==> src/rtl/gfx256_wbm_read.sv <==
// gfx256 Wishbone read master: round-robin z/tex line fetch with watchdog.
// Define GFX256_WBM_READ_CACHE_EN for a one-line cache per port.
module gfx256_wbm_read #(
  parameter int unsigned TIMEOUT = 1023
) (
  input  logic         clk_i,
  input  logic         rst_i,
  output logic         m_cyc_o,
  output logic         m_stb_o,
  output logic         m_we_o,
  output logic [31:0]  m_sel_o,
  output logic [31:0]  m_adr_o,
  input  logic [255:0] m_dat_i,
  input  logic         m_ack_i,
  input  logic         m_err_i,
  input  logic         z_request_i,
  input  logic [31:0]  z_addr_i,
  input  logic [31:0]  z_sel_i,
  output logic         z_ack_o,
  output logic [255:0] z_data_o,
  input  logic         tex_request_i,
  input  logic [31:0]  tex_addr_i,
  input  logic [31:0]  tex_sel_i,
  output logic         tex_ack_o,
  output logic [255:0] tex_data_o,
  output logic         busy_o,
  input  logic         invalidate_i,
  output logic         bus_err_o
);

  localparam int unsigned TW = $clog2(TIMEOUT + 1);
  localparam int unsigned CW = (TW > 10) ? TW : 10;

  typedef enum logic [1:0] {IDLE, BUS, DONE} state_t;

  state_t          state;
  logic            gnt_tex;
  logic            last_tex;
  logic [CW-1:0]   cnt;
  logic            any_req;
  logic            pick_tex;
  logic            hit;
  logic [255:0]    hit_line;
  logic            unused_lo;

  assign m_we_o    = 1'b0;
  assign any_req   = z_request_i | tex_request_i;
  // z wins unless tex is alone or z was served last
  assign pick_tex  = tex_request_i & (~z_request_i | ~last_tex);
  assign unused_lo = ^{z_addr_i[4:0], tex_addr_i[4:0]};

`ifdef GFX256_WBM_READ_CACHE_EN
  logic         z_vld;
  logic         tex_vld;
  logic [26:0]  z_tag;
  logic [26:0]  tex_tag;
  logic [255:0] z_line;
  logic [255:0] tex_line;
  logic         fill;

  assign fill = (state == BUS) & m_ack_i & (&m_sel_o);

  assign hit = ~invalidate_i & (pick_tex
    ? (tex_vld & (tex_tag == tex_addr_i[31:5]))
    : (z_vld & (z_tag == z_addr_i[31:5])));

  assign hit_line = pick_tex ? tex_line : z_line;

  always_ff @(posedge clk_i or posedge rst_i) begin
    if (rst_i) begin
      z_vld    <= 1'b0;
      tex_vld  <= 1'b0;
      z_tag    <= '0;
      tex_tag  <= '0;
      z_line   <= '0;
      tex_line <= '0;
    end else begin
      if (fill && !gnt_tex) begin
        z_tag  <= m_adr_o[31:5];
        z_line <= m_dat_i;
      end
      if (fill && gnt_tex) begin
        tex_tag  <= m_adr_o[31:5];
        tex_line <= m_dat_i;
      end
      // invalidate outranks a same-cycle fill
      if (invalidate_i) begin
        z_vld   <= 1'b0;
        tex_vld <= 1'b0;
      end else if (fill) begin
        if (gnt_tex) tex_vld <= 1'b1;
        else         z_vld   <= 1'b1;
      end
    end
  end
`else
  logic unused_inv;

  assign hit        = 1'b0;
  assign hit_line   = '0;
  assign unused_inv = invalidate_i;
`endif

  always_ff @(posedge clk_i or posedge rst_i) begin
    if (rst_i) begin
      state      <= IDLE;
      gnt_tex    <= 1'b0;
      last_tex   <= 1'b1;
      cnt        <= '0;
      m_cyc_o    <= 1'b0;
      m_stb_o    <= 1'b0;
      m_sel_o    <= '0;
      m_adr_o    <= '0;
      z_ack_o    <= 1'b0;
      tex_ack_o  <= 1'b0;
      z_data_o   <= '0;
      tex_data_o <= '0;
      busy_o     <= 1'b0;
      bus_err_o  <= 1'b0;
    end else begin
      z_ack_o   <= 1'b0;
      tex_ack_o <= 1'b0;
      unique case (state)
        IDLE: begin
          if (any_req) begin
            gnt_tex  <= pick_tex;
            last_tex <= pick_tex;
            busy_o   <= 1'b1;
            cnt      <= CW'(1);
            m_sel_o  <= pick_tex ? tex_sel_i : z_sel_i;
            m_adr_o  <= pick_tex ? {tex_addr_i[31:5], 5'b0}
                                 : {z_addr_i[31:5], 5'b0};
            if (hit) begin
              state <= DONE;
              if (pick_tex) begin
                tex_data_o <= hit_line;
                tex_ack_o  <= 1'b1;
              end else begin
                z_data_o <= hit_line;
                z_ack_o  <= 1'b1;
              end
            end else begin
              state   <= BUS;
              m_cyc_o <= 1'b1;
              m_stb_o <= 1'b1;
            end
          end
        end
        BUS: begin
          cnt <= cnt + CW'(1);
          if (m_ack_i || m_err_i || cnt == CW'(TIMEOUT)) begin
            state     <= DONE;
            m_cyc_o   <= 1'b0;
            m_stb_o   <= 1'b0;
            z_ack_o   <= ~gnt_tex;
            tex_ack_o <= gnt_tex;
            if (!m_ack_i) bus_err_o <= 1'b1;
            if (gnt_tex) tex_data_o <= m_ack_i ? m_dat_i : '0;
            else         z_data_o   <= m_ack_i ? m_dat_i : '0;
          end
        end
        DONE: begin
          state  <= IDLE;
          busy_o <= 1'b0;
        end
        default: state <= IDLE;
      endcase
    end
  end

endmodule

==> config.mk <==
export PLATFORM = sky130hd
export DESIGN_NAME = gfx256_wbm_read
export DESIGN_NICKNAME = d
export VERILOG_FILES = /design/src/rtl/gfx256_wbm_read.sv
export SDC_FILE = /design/constraint.sdc
export NUM_CORES = 1
export LEC_CHECK = 0
export CAP_MARGIN = 20
export CORE_AREA = 5 5 373 375
export CTS_CLUSTER_DIAMETER = 100
export DETAILED_ROUTE_END_ITERATION = 16
export DIE_AREA = 0 0 378 380
export SYNTH_ARGS = -nofsm -noshare
export SYNTH_HDL_FRONTEND = slang
export SYNTH_SLANG_ARGS = --single-unit
export TNS_END_PERCENT = 50
==> constraint.sdc <==
create_clock -name clk_i -period 30 [get_ports clk_i]
set_clock_uncertainty 0.15 [all_clocks]
set_input_delay 4.5 -clock clk_i [delete_from_list [all_inputs] [get_ports clk_i]]
set_output_delay 4.5 -clock clk_i [all_outputs]
set_load 0.05 [all_outputs]
==> run_results.csv <==
group,metric,value,unit
final_layout,final_cells,5306,
global_route,grt_antenna_before_repair,31,
sta,slew_at_the_pin_closest_to_its_max_slew_limit,1.14,ns
synthesis,synthCells,2754,
sta,rsz_0062_raised_after_global_routing,"no",
floorplan,horiz_die_dim,378,µm
global_route,largest_net_degree_at_the_start_of_global_routing,165,
synthesis,ys.flop_type,"sky130_fd_sc_hd__dfrtp_1",
floorplan,core_region_area,0.135,mm²
sta,worst_hold_margin,0.318,ns
power,power_density_cells,128,mW/mm²
clocking,cts_hold_buf,0,
detailed_routing,initial_drc_count,2656,
final_layout,final.fill_count,14000,
global_route,grt.total_usage,0.172,
global_route,grt_pass1_wl,189,mm
worst_setup_path,cpMostUsedCell,"sky130_fd_sc_hd__buf_4",
worst_setup_path,setup.worst_path.start_class,"input pin",
clocking,postCtsSetupRepairBufs,0,
final_layout,area.growth.synth_to_final,46.1,%
floorplan,fp.dieH,380,µm
detailed_routing,routed_wirelength,131,mm
final_layout,finish.utilization,0.305,
clocking,clk-insertion-delay-late,0.65,ns
synthesis,syn_area,0.0281,mm²
place,finalWeightedCongestion,0.856,
place,io_buffers,956,
synthesis,syn-mean-instance-area,10.2,µm²
detailed_routing,detail_route.wl_per_cell,24.7,µm
power,vdd.ir_drop.worst,87.4,µV
synthesis,synth_edf_count,0,
detailed_routing,route.detailed.drc,0,
synthesis,synth_cell_type_count,40,
final_layout,layout.cells.most_common_list,"955 x sky130_fd_sc_hd__clkdlybuf4s50_1, 588 x sky130_fd_sc_hd__dfrtp_1, 514 x sky130_fd_sc_hd__o31ai_1, 285 x sky130_fd_sc_hd__o21ai_0",
floorplan,design.portCount,974,
power,leakage,16.0,nW
worst_setup_path,timing.critical_path.slowest_stage_cell,"sky130_fd_sc_hd__buf_4",
outcome,outcome,"complete, no violations",
clocking,cts_inserted_buffers,74,
clocking,root_buffer,"sky130_fd_sc_hd__clkbuf_16",
floorplan,initial_core_util,0.208,
sta,timing.setup.tns,0,ns
place,place.detailed.instances,5168,
detailed_routing,drtAntennaViolNets,0,
floorplan,placement_rows,135,
sta,timing_hold_violations_final,0,
run,max_cap_viol_count,0,
final_layout,final_layout_size_suffix_gt1_frac,0.0490,
synthesis,sequential_fraction_of_the_synthesis_area,0.525,
sta,setup_violations,0,
clocking,ctsHtreeMaxLevel,3,
clocking,cts_num_sinks,590,
worst_setup_path,critical_path_class,"input pin to asynchronous set/reset pin",
global_route,grt_pass1_vias,26100,
worst_setup_path,critPathRequiredTime,30.51,ns
floorplan,floorplan.die_area,0.144,mm²
worst_setup_path,top_family_by_delay_on_critical_path,"buffers and inverters",
clocking,cts_max_path_buffers,3,
worst_setup_path,cp.arrival,8.70,ns
hold_path,hold_class,"register to register",
final_layout,nets,3855,
sta,final_slew_viol_count,0,
sta,achievable-frequency,122,MHz
worst_setup_path,top_fanout_value_on_the_critical_path,101,
synthesis,ys_warns,0,
clocking,post_cts_resize_count,0,
detailed_routing,routed-via-count,26800,
worst_setup_path,critical_path_buf_inv_count,6,
detailed_routing,routed_via_density,5.05,
sta,fin_crit_sh,0.273,
synthesis,ys_async_sr_fraction,1.00,
sta,finalWorstPathRequiredPeriod,8.20,ns
worst_setup_path,worst_setup_path_end_kind,"asynchronous set/reset pin",
synthesis,post_synthesis_sequential_element_count,590,
clocking,path_clk_slew,0.06,ns
final_layout,layout.cells.most_common,"sky130_fd_sc_hd__clkdlybuf4s50_1",
worst_setup_path,timing.critical_path.cells,"clkdlybuf4s50_1, inv_8, buf_4, buf_4, buf_4, buf_4",
sta,relative_slew_slack,0.238,
place,post-dp-hpwl,88.1,mm
final_layout,sequential_cell_area,0.0148,mm²
final_layout,multi_input_comb_area,0.0107,mm²
detailed_routing,drt_pre_antenna_iters,6,
global_route,globalRouteOverflowTotal,0,
worst_setup_path,timing.critical_path.slowest_cell_delay,0.77,ns
clocking,tritoncts,"yes",
==> stage by stage <==
step,instance area (µm²),worst slack (ns),total power (W)
floorplan,28100,8.84,0.00326
CTS,41100,21.69,0.00528
global route,41100,21.24,0.00547
finish,41100,21.80,0.00524
detailed placement,38700,20.95,0.00436
global placement,38700,20.93,0.00434
==> per-layer routing <==
layer	vias up	share of wire	track usage
met5	-	0.00016	0
met2	1138	0.48	0.281
met3	220	0.078	0.0495
met1	13600	0.41	0.221
met4	4	0.033	0.0509
li1	11800	-	-
==> cells in the mapped netlist, types with 2 or more instances <==
| library cell | instances | share of area |
|---|---|---|
| sky130_fd_sc_hd__buf_2 | 92 | 0.016 |
| sky130_fd_sc_hd__buf_1 | 13 | 0.0017 |
| sky130_fd_sc_hd__a21oi_1 | 2 | 0.00036 |
| sky130_fd_sc_hd__nand2_1 | 9 | 0.0012 |
| sky130_fd_sc_hd__nand3_1 | 5 | 0.00089 |
| sky130_fd_sc_hd__buf_4 | 36 | 0.0096 |
| sky130_fd_sc_hd__inv_1 | 260 | 0.035 |
| sky130_fd_sc_hd__a21boi_0 | 2 | 0.00053 |
| sky130_fd_sc_hd__o21ai_1 | 99 | 0.018 |
| sky130_fd_sc_hd__dfrtp_1 | 589 | 0.52 |
| sky130_fd_sc_hd__o21ai_0 | 285 | 0.051 |
| sky130_fd_sc_hd__o31ai_1 | 514 | 0.14 |
| sky130_fd_sc_hd__and4b_1 | 2 | 0.00071 |
| sky130_fd_sc_hd__nand4b_1 | 256 | 0.080 |
| sky130_fd_sc_hd__nand4_1 | 259 | 0.058 |
| sky130_fd_sc_hd__nand2b_1 | 2 | 0.00044 |
| sky130_fd_sc_hd__mux2i_1 | 67 | 0.024 |
| sky130_fd_sc_hd__buf_6 | 12 | 0.0048 |
| sky130_fd_sc_hd__nor2_1 | 5 | 0.00067 |
| sky130_fd_sc_hd__nor3b_1 | 2 | 0.00053 |
| sky130_fd_sc_hd__clkbuf_1 | 224 | 0.030 |
==> layout make-up <==
type	instances	area share
timing repair buffer	1005	0.244
clock buffer	105	0.0516
multi-input combinational	1532	0.261
sequential	590	0.359
antenna	13	0.000792
tap	1781	0.0542
inverter	260	0.0239
clock inverter	20	0.00548
==> worst register-to-register path, stage by stage, from the launching register on <==
cell and delay [ns]:
sky130_fd_sc_hd__dfrtp_1 0.46, sky130_fd_sc_hd__ha_1 0.35, sky130_fd_sc_hd__nand4b_4 0.17, sky130_fd_sc_hd__nor4_4 0.36, sky130_fd_sc_hd__buf_12 0.41, sky130_fd_sc_hd__buf_4 0.82
sky130_fd_sc_hd__buf_4 0.86, sky130_fd_sc_hd__o31ai_1 0.29
==> flip-flops by register name, indices dropped and copies added, names as in the netlist <==
name,flops
gnt_tex,1
tex_ack_o,1
last_tex,1
busy_o,1
bus_err_o,1
m_sel_o,32
z_data_o,256
tex_data_o,256
z_ack_o,1
m_adr_o,27
state,2
m_stb_o,1
cnt,10
==> logic make-up (layout without fill, tap and decap cells) <==
group / count (synthesis) / after routing / synth area share
compound gates: 909 / 909 / 0.208
fa+ha+maj: 1 / 1 / 0.000445
mux: 67 / 67 / 0.0238
buf+inv: 637 / 1390 / 0.0971
flops: 590 / 590 / 0.525
other cells: 1 / 19 / 0.000133
xor+xnor: 1 / 1 / 0.000311
simple gates: 548 / 548 / 0.145
==> worst paths after layout <==
path | to | startpoint | cells after the start | slack [ns]
setup / recovery | z_data_o[111]$_DFFE_PP0P_ | rst_i | 6 | 21.80
max in group clk_i | tex_data_o[132]$_DFFE_PP0P_ | m_ack_i | 6 | 22.42
setup reg to reg | tex_data_o[136]$_DFFE_PP0P_ | cnt[0]$_DFFE_PP0P_ | 7 | 25.96
min in group asynchronous | m_sel_o[30]$_DFFE_PP0P_ | rst_i | 2 | 4.20
hold reg to reg | bus_err_o$_DFFE_PP0P_ | bus_err_o$_DFFE_PP0P_ | 2 | 0.32
hold / removal | bus_err_o$_DFFE_PP0P_ | bus_err_o$_DFFE_PP0P_ | 2 | 0.32
==> power by group <==
part           switching, W  leakage, nW  internal, W
clock              0.000368         1.16     0.000518
combinational       0.00211         7.31     0.000906
sequential         0.000208         7.49      0.00114
total               0.00268         16.0      0.00256
No activity file was read; power rests on OpenSTA's default activity.
